--- src/rtl/div_clk_monitor.sv ---
// Period/lock/stall monitor for a divided clock sampled as data in the clk domain.
// Optional DIV_MON_STICKY_EN adds lost_lock_out, a sticky flag set whenever lock is lost.
module div_clk_monitor #(
  parameter int unsigned CNT_W     = 8,
  parameter int unsigned EXP_RATIO = 4,
  parameter int unsigned TOL       = 0,
  parameter int unsigned LOCK_CNT  = 4,
  parameter int unsigned TIMEOUT   = 16
) (
  input  logic             clk,
  input  logic             reset_al_in,
  input  logic             div_clk_in,
  output logic [CNT_W-1:0] period_out,
  output logic             period_valid_out,
  output logic             locked_out,
  output logic             stall_out
`ifdef DIV_MON_STICKY_EN
  ,
  output logic             lost_lock_out
`endif
);

  typedef enum logic [1:0] {
    IDLE   = 2'd0,
    ACQ    = 2'd1,
    LOCKED = 2'd2,
    STALL  = 2'd3
  } state_e;

  localparam logic [CNT_W-1:0] TO_LAST = CNT_W'(TIMEOUT - 1);
  localparam logic [CNT_W:0]   EXP_W   = (CNT_W+1)'(EXP_RATIO);
  localparam logic [CNT_W:0]   TOL_W   = (CNT_W+1)'(TOL);
  localparam logic [3:0]       LOCK_N  = 4'(LOCK_CNT);

  logic             s1_q, s2_q, s3_q;
  logic             rise;
  state_e           state_q, state_d;
  logic [CNT_W-1:0] cnt_q, cnt_d;
  logic [3:0]       match_cnt_q, match_cnt_d;
  logic [CNT_W-1:0] period_q, period_d;
  logic             valid_q, valid_d;
  logic             locked_q, locked_d;
  logic             stall_q, stall_d;
  logic [CNT_W:0]   period_w;
  logic [CNT_W:0]   diff;
  logic             match;
  logic             timeout;

  assign rise = s2_q & ~s3_q;

  always_comb begin
    period_w = {1'b0, cnt_q} + (CNT_W+1)'(1);
    diff     = (period_w >= EXP_W) ? (period_w - EXP_W) : (EXP_W - period_w);
    match    = (diff <= TOL_W);
    // rise takes priority over the timeout in the same cycle
    timeout  = (cnt_q == TO_LAST) && !rise;
  end

  always_comb begin
    state_d     = state_q;
    cnt_d       = cnt_q;
    match_cnt_d = match_cnt_q;
    period_d    = period_q;
    valid_d     = 1'b0;

    if (rise) begin
      cnt_d = '0;
    end else if (state_q != STALL) begin
      cnt_d = cnt_q + CNT_W'(1);
    end

    case (state_q)
      IDLE: begin
        if (rise) begin
          state_d = ACQ;
        end else if (timeout) begin
          state_d     = STALL;
          match_cnt_d = '0;
        end
      end
      ACQ: begin
        if (rise) begin
          period_d = period_w[CNT_W-1:0];
          valid_d  = 1'b1;
          if (match) begin
            match_cnt_d = match_cnt_q + 4'd1;
            if (match_cnt_q + 4'd1 == LOCK_N) state_d = LOCKED;
          end else begin
            match_cnt_d = '0;
          end
        end else if (timeout) begin
          state_d     = STALL;
          match_cnt_d = '0;
        end
      end
      LOCKED: begin
        if (rise) begin
          period_d = period_w[CNT_W-1:0];
          valid_d  = 1'b1;
          if (!match) begin
            state_d     = ACQ;
            match_cnt_d = '0;
          end
        end else if (timeout) begin
          state_d     = STALL;
          match_cnt_d = '0;
        end
      end
      STALL: begin
        // interval spanning a stall is stale, so nothing is reported
        if (rise) state_d = ACQ;
      end
      default: state_d = IDLE;
    endcase

    locked_d = (state_d == LOCKED);
    stall_d  = (state_d == STALL);
  end

  always_ff @(posedge clk or negedge reset_al_in) begin
    if (!reset_al_in) begin
      s1_q        <= 1'b0;
      s2_q        <= 1'b0;
      s3_q        <= 1'b0;
      state_q     <= IDLE;
      cnt_q       <= '0;
      match_cnt_q <= '0;
      period_q    <= '0;
      valid_q     <= 1'b0;
      locked_q    <= 1'b0;
      stall_q     <= 1'b0;
    end else begin
      s1_q        <= div_clk_in;
      s2_q        <= s1_q;
      s3_q        <= s2_q;
      state_q     <= state_d;
      cnt_q       <= cnt_d;
      match_cnt_q <= match_cnt_d;
      period_q    <= period_d;
      valid_q     <= valid_d;
      locked_q    <= locked_d;
      stall_q     <= stall_d;
    end
  end

  assign period_out       = period_q;
  assign period_valid_out = valid_q;
  assign locked_out       = locked_q;
  assign stall_out        = stall_q;

`ifdef DIV_MON_STICKY_EN
  logic lost_lock_q, lost_lock_d;

  always_comb begin
    lost_lock_d = lost_lock_q | ((state_q == LOCKED) && (state_d != LOCKED));
  end

  always_ff @(posedge clk or negedge reset_al_in) begin
    if (!reset_al_in) lost_lock_q <= 1'b0;
    else              lost_lock_q <= lost_lock_d;
  end

  assign lost_lock_out = lost_lock_q;
`endif

endmodule
--- config.mk ---
export PLATFORM = sky130hd
export DESIGN_NAME = div_clk_monitor
export DESIGN_NICKNAME = d
export VERILOG_FILES = /design/src/rtl/div_clk_monitor.sv
export SDC_FILE = /design/constraint.sdc
export NUM_CORES = 1
export LEC_CHECK = 0
export BUFFER_PORTS_ARGS = -buffer_cell sky130_fd_sc_hd__clkbuf_2
export CORE_MARGIN = 2
export CORE_UTILIZATION = 35
export CTS_CLUSTER_DIAMETER = 40
export DETAILED_ROUTE_END_ITERATION = 10
export GPL_ROUTABILITY_DRIVEN = 0
export PLACE_DENSITY = 0.48
export SLEW_MARGIN = 20
export SYNTH_ARGS = -nofsm -noshare
export SYNTH_HDL_FRONTEND = slang
export SYNTH_SLANG_ARGS = --single-unit
export TNS_END_PERCENT = 1
--- constraint.sdc ---
create_clock -name clk -period 6.2 [get_ports clk]
set_input_delay 0.62 -clock clk [delete_from_list [all_inputs] [get_ports clk]]
set_output_delay 0.62 -clock clk [all_outputs]
set_load 0.1 [all_outputs]
Word level (Yosys, flattened, before mapping):

Index checks and enable logic that the tools add are counted.

* bits of input ports: 3
* logic and storage cells: 58
* bits in registers: 28
* output and inout port bits: 11

* magnitude comparators: 2
* equal/unequal tests: 10
* reduce and logical (&&, ||, !) cells: 8
* bitwise gates (word level): 2
* add/subtract/negate cells: 5
* multiplexer cells: 21

Operators with widths (number)
* two-way mux 4 bit: 6
* two-way mux 2 bit: 8
* two-way mux 8 bit: 2
* case mux 4 bit (3 select lines): 1
* adder 8 x 1 -> 9 bit, second input constant: 1
* greater-or-equal comparator 9 x 3 -> 1 bit, second input constant: 1
* <= comparator 9 x 1 -> 1 bit, second input constant: 1
* two-way mux 9 bit: 1
* subtractor 3 x 9 -> 9 bit, first input constant: 1
* subtractor 9 x 3 -> 9 bit, second input constant: 1
* adder 8 x 1 -> 8 bit, second input constant: 1
* equality test 2 bit, second input constant: 4
* equality test 8 x 4 -> 1 bit, second input constant: 1
* case mux 2 bit (4 select lines): 1
* adder 4 x 1 -> 4 bit, second input constant: 1
* equality test 4 x 3 -> 1 bit, second input constant: 1
* != test 2 bit, second input constant: 2
* != test 3 bit, second input constant: 1
* AND reduction 3 bit: 1
* nonzero test 3 bit: 1
* equality test 2 x 1 -> 1 bit, second input constant: 1
* logical NOT 2 bit: 1
* two-way mux 1 bit: 2
* AND reduction 2 bit: 1
* other kinds (6): 6

Longest topological paths before layout:

Gate-level depths: netlist (run 1).

* word-level depth: 8
* gate-level depth with buffers: 10
* gate-level depth less buffers: 9

Worst setup path after synthesis (run 1):

Ideal clock, no wire load.

* kind: register to register
* start: register cnt_q[0]
* end: register stall_q (netlist: stall_out)
* path buffers: 1
* clock period less this slack: 2514 ps
* stages on the path, launching flop included: 11
* path slack: 3686 ps
* arrival time: 2383 ps
* setup time: 131 ps
* data required time: 6069 ps
* cell sequence: dfrtp_1 -> ha_1 -> buf_4 -> xnor2_1 -> ha_1 -> xor2_2 -> xnor2_1 -> nor4b_2 -> o2111ai_2 -> a22o_2 -> nor3b_1

* longest elaborated chain between the ends: 8
* elaborated cells on any way between the ends: 16
* those cells by class: add/sub: 3; order compare: 2; eq/ne: 2; mux: 8; reduce/logical: 1

RTL lines
* start, declared: RTL line 38 `logic [CNT_W-1:0] cnt_q, cnt_d;`
* start signal, assigned: RTL line 137 `cnt_q <= cnt_d;`
* adder 8 x 1 -> 9 bit: RTL line 52 `period_w = {1'b0, cnt_q} + (CNT_W+1)'(1);`
* subtractor 3 x 9 -> 9 bit (tied with other cells): RTL line 53 `diff = (period_w >= EXP_W) ? (period_w - EXP_W) : (EXP_W - period_w);`
* two-way mux 9 bit: RTL line 53
* <= comparator 9 x 1 -> 1 bit: RTL line 54 `match = (diff <= TOL_W);`
* two-way mux 2 bit, on equally long branches: RTL line 100, 85
* two-way mux 2 bit, on equally long branches: RTL line 97, 82
* case mux 2 bit (4 select lines) (*): RTL line 72 `case (state_q)`
* named net state_d[0]: RTL line 37 `state_e state_q, state_d;`
* equality test 2 bit (*): RTL line 117 `stall_d = (state_d == STALL);`
* named net stall_d: RTL line 43 `logic stall_q, stall_d;`
* end signal, assigned: RTL line 142 `stall_q <= stall_d;`
* end, declared: RTL line 43

Mark *: on every way through the listed nets, which the timed path passes. The rest lies on a longest branch.
A chain may end at the register's enable or synchronous reset.

Worst setup path in the final report (run 1):

Same ends and word-level chain as after synthesis.

==> results.json, run 1 <==
{
  "cts_buffers": 3,
  "final_nets": 203,
  "cts_tree": "built",
  "grt.overflow.total": 0,
  "netlist-cell-type-count": 52,
  "die_area_mm2": 0.00555,
  "setup_viol": 0,
  "via_per_inst": 5.04,
  "p_leak_nw": 0.842,
  "clk_transition_reported_paths_ps": 100,
  "dr.pass1.iters": 4,
  "grt_antenna_before_repair": 0,
  "syn_inst": 179,
  "wl_per_cell_um": 13.2,
  "hold_viol": 0,
  "grt_start_max_net_pins": 29,
  "criticalPathCategory": "flop to flop",
  "async_reset_ff_frac": 1.00,
  "ir_drop_mv": 0.132,
  "route.vias.total": 1279,
  "yosysSeqAreaShare": 0.403,
  "drtIter0Drc": 91,
  "grt_usage": 0.144,
  "synth.most_common_cell": "dfrtp_1",
  "io_buffers": 13,
  "first_global_vias": 1285,
  "ys_seq_elements": 28,
  "clock_path_buffers": 2,
  "final.setup.tns_ps": 0,
  "area_growth_pct": 9.42,
  "antenna_cells": 0,
  "skew_ps": 4.84,
  "dp_hpwl_um": 2460,
  "slew_headroom": 0.397,
  "max_freq_mhz": 356,
  "synth_top_area_share": 0.403,
  "root_buffer": "clkbuf_8",
  "r2r_setup_slack_ps": 3390,
  "muxShareOfSynthArea": 0.0208,
  "rsz0062_at_grt": "no",
  "cp_max_fo": 8,
  "stdcell_area_mm2": 0.00190,
  "cap_violations": 0,
  "post_cts_resize_count": 0,
  "clock_latency_ps": 280,
  "ant_nets": 0,
  "drive_above_1_share": 0.166,
  "drc_errors": 0,
  "htree_num_levels": 1,
  "postCtsSetupBuffers": 0,
  "hold_path_class": "flop to flop",
  "arrival_ps": 2970,
  "ys.flop_type": "dfrtp_1",
  "syn-num-nets": 194,
  "status": "finished clean",
  "tightest_slew_ps": 891,
  "critPathLaunchType": "flop",
  "syn_area_per_cell_um2": 9.72,
  "die_h_um": 74.5,
  "yosys.area_share.simple": 0.217,
  "fin_crit_ps": 2810,
  "netlist_top_cells_area": "dfrtp_1, ha_1, nand2_1, o21ai_0, xnor2_1",
  "die_w_um": 74.5,
  "clock_sinks": 28,
  "initial_core_util": 0.366,
  "synth_fa_ha_area_frac": 0.0863,
  "mappedNetlistArea_mm2": 0.00174,
  "coreArea_mm2": 0.00475,
  "yosysWarnings": 0,
  "rows": 25,
  "io_pins": 14,
  "synth_top_family_by_area": "simple AND/OR/NAND/NOR gates",
  "cp.required_ps": 6370,
  "placed_cell_area_mm2": 0.00183,
  "grt_pass1_wl_um": 6170,
  "synth_compound_area_frac": 0.158,
  "critPathCaptureType": "flop",
  "routed_wirelength_um": 3350,
  "synth_xor_area_frac": 0.0697,
  "report.final.slew_viol_count": 0,
  "synth_common_cells": "dfrtp_1, nand2_1, nor2_1",
  "yosys.area.top_type": "dfrtp_1",
  "post-route-period-util": 0.453,
  "powerDensity_mw_per_mm2": 299,
  "ctsHoldBuffers": 0,
  "synth_edf_count": 0
}
where the power goes:
| part | switching, W | internal [W] | total (W) |
|---|---|---|---|
| Clock | 0.0000578 | 0.0000865 | 0.000144 |
| Combinational | 0.000143 | 0.0000527 | 0.000196 |
| Sequential | 0.0000256 | 0.000203 | 0.000229 |
| Total | 0.000227 | 0.000343 | 0.000569 |
state kept, by name, summed over array words and instances (netlist names):
name	count
period_valid_out	1
locked_out	1
s2_q	1
s3_q	1
cnt_q	8
state_q	2
match_cnt_q	4
stall_out	1
period_out	8
s1_q	1
layer usage:
metal  vias up  global-route usage  part of all wire
met5         -                   0                 0
met4         0              0.0536             0.016
met3         5              0.0203             0.029
met2        19               0.247              0.49
met1       620               0.185              0.46
li1        635                   -                 -
path summary, 6_finish.rpt:
path / from / endpoint / cells past startpoint
max: cnt_q[0] / stall_out / 9
min: s1_q / s2_q / 0
max reg2reg: cnt_q[0] / stall_out / 9
min reg2reg: s1_q / s2_q / 0
max in group asynchronous: reset_al_in / cnt_q[5] / 1
min in group asynchronous: reset_al_in / cnt_q[3] / 1
through the flow:
stage | setup WS [ps] | util | hold slack, ps | instances | power, W
finish | 3390 | 0.401 | 360 | 254 | 0.000569
global route | 3070 | 0.401 | 382 | 254 | 0.000608
CTS | 3350 | 0.401 | 365 | 254 | 0.000579
detailed placement | 3370 | 0.386 | 340 | 250 | 0.000431
global placement | 3520 | 0.386 | 334 | 250 | 0.000426
floorplan | 3690 | - | 324 | 179 | 0.000403
critical path, stage by stage (launching register included):
cell and delay (ps):
dfrtp_1 460, ha_1 340, xnor2_1 370, ha_1 270
xor2_2 160, xnor2_1 90, nor4b_2 300, o2111ai_2 240
a22o_2 330, nor3b_1 140
cell usage in the layout, fill, tap and decap left out, types with 3 or more instances in the layout:
cell / netlist / layout
dfrtp_1: 28 / 28
xor2_1: 4 / 4
xnor2_1: 8 / 8
nor2_1: 17 / 17
nand2_1: 19 / 19
ha_1: 12 / 12
clkbuf_8: 0 / 3
nand3_1: 4 / 4
inv_1: 6 / 6
o21ai_0: 14 / 14
a21o_1: 3 / 3
nor4b_1: 3 / 3
clkbuf_2: 0 / 13
a21oi_1: 6 / 6
nor2b_1: 3 / 3
area by class of cell:
type | instances | area, µm²
fillers | 508 | 2850
multi-input cells | 136 | 961
flip-flops and latches | 28 | 701
well taps | 67 | 83.8
repair buffers | 13 | 65.1
clock buffers | 3 | 41.3
clock inverters | 1 | 30.0
inverters | 6 | 22.5
cells by family after synthesis:
logic type	after synthesis
xor+xnor	13
mux	3
compound gates	40
flops	28
simple gates	68
buf+inv	15
fa+ha+maj	12
Power figures use the tool's default switching activity.
==> run 2, diff against run 1 <==
clock period = 2.71 ns   (was 6.2 ns; I/O delays follow)
==> run 2 against run 1 <==
Sequential power increased by 130%. Fmax up 9.3%. Design area is 7.8% higher. Non-clock buffer count is 9 higher. Wire length grew 0.45%. Critical path depth increased by 1. Hold slack lost 330 ps. Count of clock-buffer cells in the layout unchanged. Combinational power grew to 2.9 times the previous value. First-iteration DRC count down 54%. Critical endpoint unchanged.
==> results.json, run 2 (synthesized netlist as in run 1, its figures left out) <==
{
  "nFillCells": 480,
  "via_per_inst": 4.91,
  "critPathCaptureType": "flop",
  "status": "finished clean",
  "area_growth_pct": 17.9,
  "ir_drop_mv": 0.317,
  "r2r_setup_slack_ps": 140,
  "setup_viol": 0,
  "post-route-period-util": 0.948,
  "final_nets": 212,
  "die_h_um": 74.5,
  "hold_path_class": "input pin to async pin",
  "top_usage_layer": "met2",
  "wl_per_cell_um": 12.8,
  "drive_above_1_share": 0.235,
  "grt_antenna_before_repair": 0,
  "placed_cell_area_mm2": 0.00187,
  "cp_max_fo": 4,
  "clock_path_buffers": 2,
  "critical_path.slowest_cell": "dfrtp_1",
  "initial_core_util": 0.366,
  "first_global_vias": 1313,
  "grt_pass1_wl_um": 5890,
  "critPathLaunchType": "flop",
  "grt_usage": 0.138,
  "cpLargestDelayFamily": "simple AND/OR/NAND/NOR gates",
  "setup_slack_ps": 140,
  "route.vias.total": 1291,
  "arrival_ps": 2730,
  "die_w_um": 74.5,
  "clk_transition_reported_paths_ps": 100,
  "drc_errors": 0,
  "report.final.slew_viol_count": 0,
  "dp_hpwl_um": 2430,
  "grt.overflow.total": 0,
  "fin_crit_ps": 2570,
  "clock_latency_ps": 270,
  "mostFrequentLayoutCell": "dfrtp_1",
  "final.setup.tns_ps": 0,
  "cap_violations": 0,
  "met1_usage": 0.178,
  "cts_tree": "built",
  "regToRegStartpoint": "cnt_q[0]",
  "mostFrequentLayoutCells": "dfrtp_1, nand2_1, nor2_1",
  "hold_viol": 0,
  "grt_start_max_net_pins": 29,
  "cp.required_ps": 2870,
  "root_buffer": "clkbuf_8",
  "cts_buffers": 3,
  "dr.pass1.iters": 4,
  "grt_use_met3": 0.0244,
  "p_leak_nw": 0.894,
  "htree_num_levels": 1,
  "io_pins": 14,
  "slew_headroom": 0.526,
  "drtIter0Drc": 42,
  "reg2regPathDepth": 10,
  "max_stage_delay_ps": 420,
  "max_freq_mhz": 389,
  "met2_usage": 0.232,
  "skew_ps": 5.12,
  "rows": 25,
  "clock_sinks": 28,
  "r2r-end": "stall_out",
  "rsz0062_at_grt": "no",
  "criticalPathCategory": "flop to flop",
  "io_buffers": 13,
  "powerDensity_mw_per_mm2": 693,
  "crit_chain": "buf_6 > nand3_4 > xor2_4 > ha_4 > xor2_2 > xnor2_1 > nor4b_2 > o2111ai_2 > a22o_2 > nor3b_1",
  "antenna_cells": 0,
  "ant_nets": 0,
  "stdcell_area_mm2": 0.00205,
  "pre_cts_slack_ps": 23.2,
  "routed_wirelength_um": 3370,
  "die_area_mm2": 0.00555,
  "coreArea_mm2": 0.00475,
  "tightest_slew_ps": 712,
  "crit_buf_inv": 1
}
[run 2: timing repair]
action / in CTS / in global routing
hold buffers: 0 / 0
buffers inserted: 0 / 4
resized for setup: 0 / 12
setup endpoints to repair: 0 / 7
[run 2: power breakdown]
group          switching, W  total (W)  internal (W)
Sequential        0.0000684   0.000535      0.000467
Combinational      0.000361   0.000560      0.000199
Clock              0.000129   0.000327      0.000198
[run 2: through the flow]
| stage | cells | utilization | power, W | hold slack [ps] |
|---|---|---|---|---|
| after floorplan | 179 | - | 0.000921 | -24.6 |
| after detailed placement | 255 | 0.393 | 0.00100 | 338 |
| final | 263 | 0.432 | 0.00142 | 29.5 |
| after global routing | 263 | 0.432 | 0.00151 | 75.8 |
| after global placement | 255 | 0.393 | 0.000991 | 334 |
| after CTS | 259 | 0.408 | 0.00134 | 54.4 |
[run 2: how the worst max path moves through the flow]
stage	depth (start not counted)	start	slack (ps)	end
2_1_floorplan	10	cnt_q[0]	200	stall_out
3_3_place_gp	9	cnt_q[1]	130	stall_out
3_5_place_dp	9	cnt_q[1]	20	stall_out
4_1_cts	9	cnt_q[1]	5	stall_out
5_1_grt	10	cnt_q[0]	20	stall_out
6_report	10	cnt_q[0]	140	stall_out
[run 2: per-layer routing]
layer,wire (µm),part of all wire,up-vias
met5,0,0,-
met4,22,0.0065,0
met3,90,0.027,2
met2,1610,0.48,23
met1,1640,0.49,603
li1,-,-,663
[run 2: layout make-up]
class                      instances  area, µm²  share of cell area
clock buffer                       3       41.3              0.0201
clock inverter                     1       30.0              0.0146
inverter                           6       22.5              0.0110
multi-input combinational        136       1040               0.505
sequential                        28        702               0.342
tap                               67       83.8              0.0409
timing repair buffer              22        136              0.0665
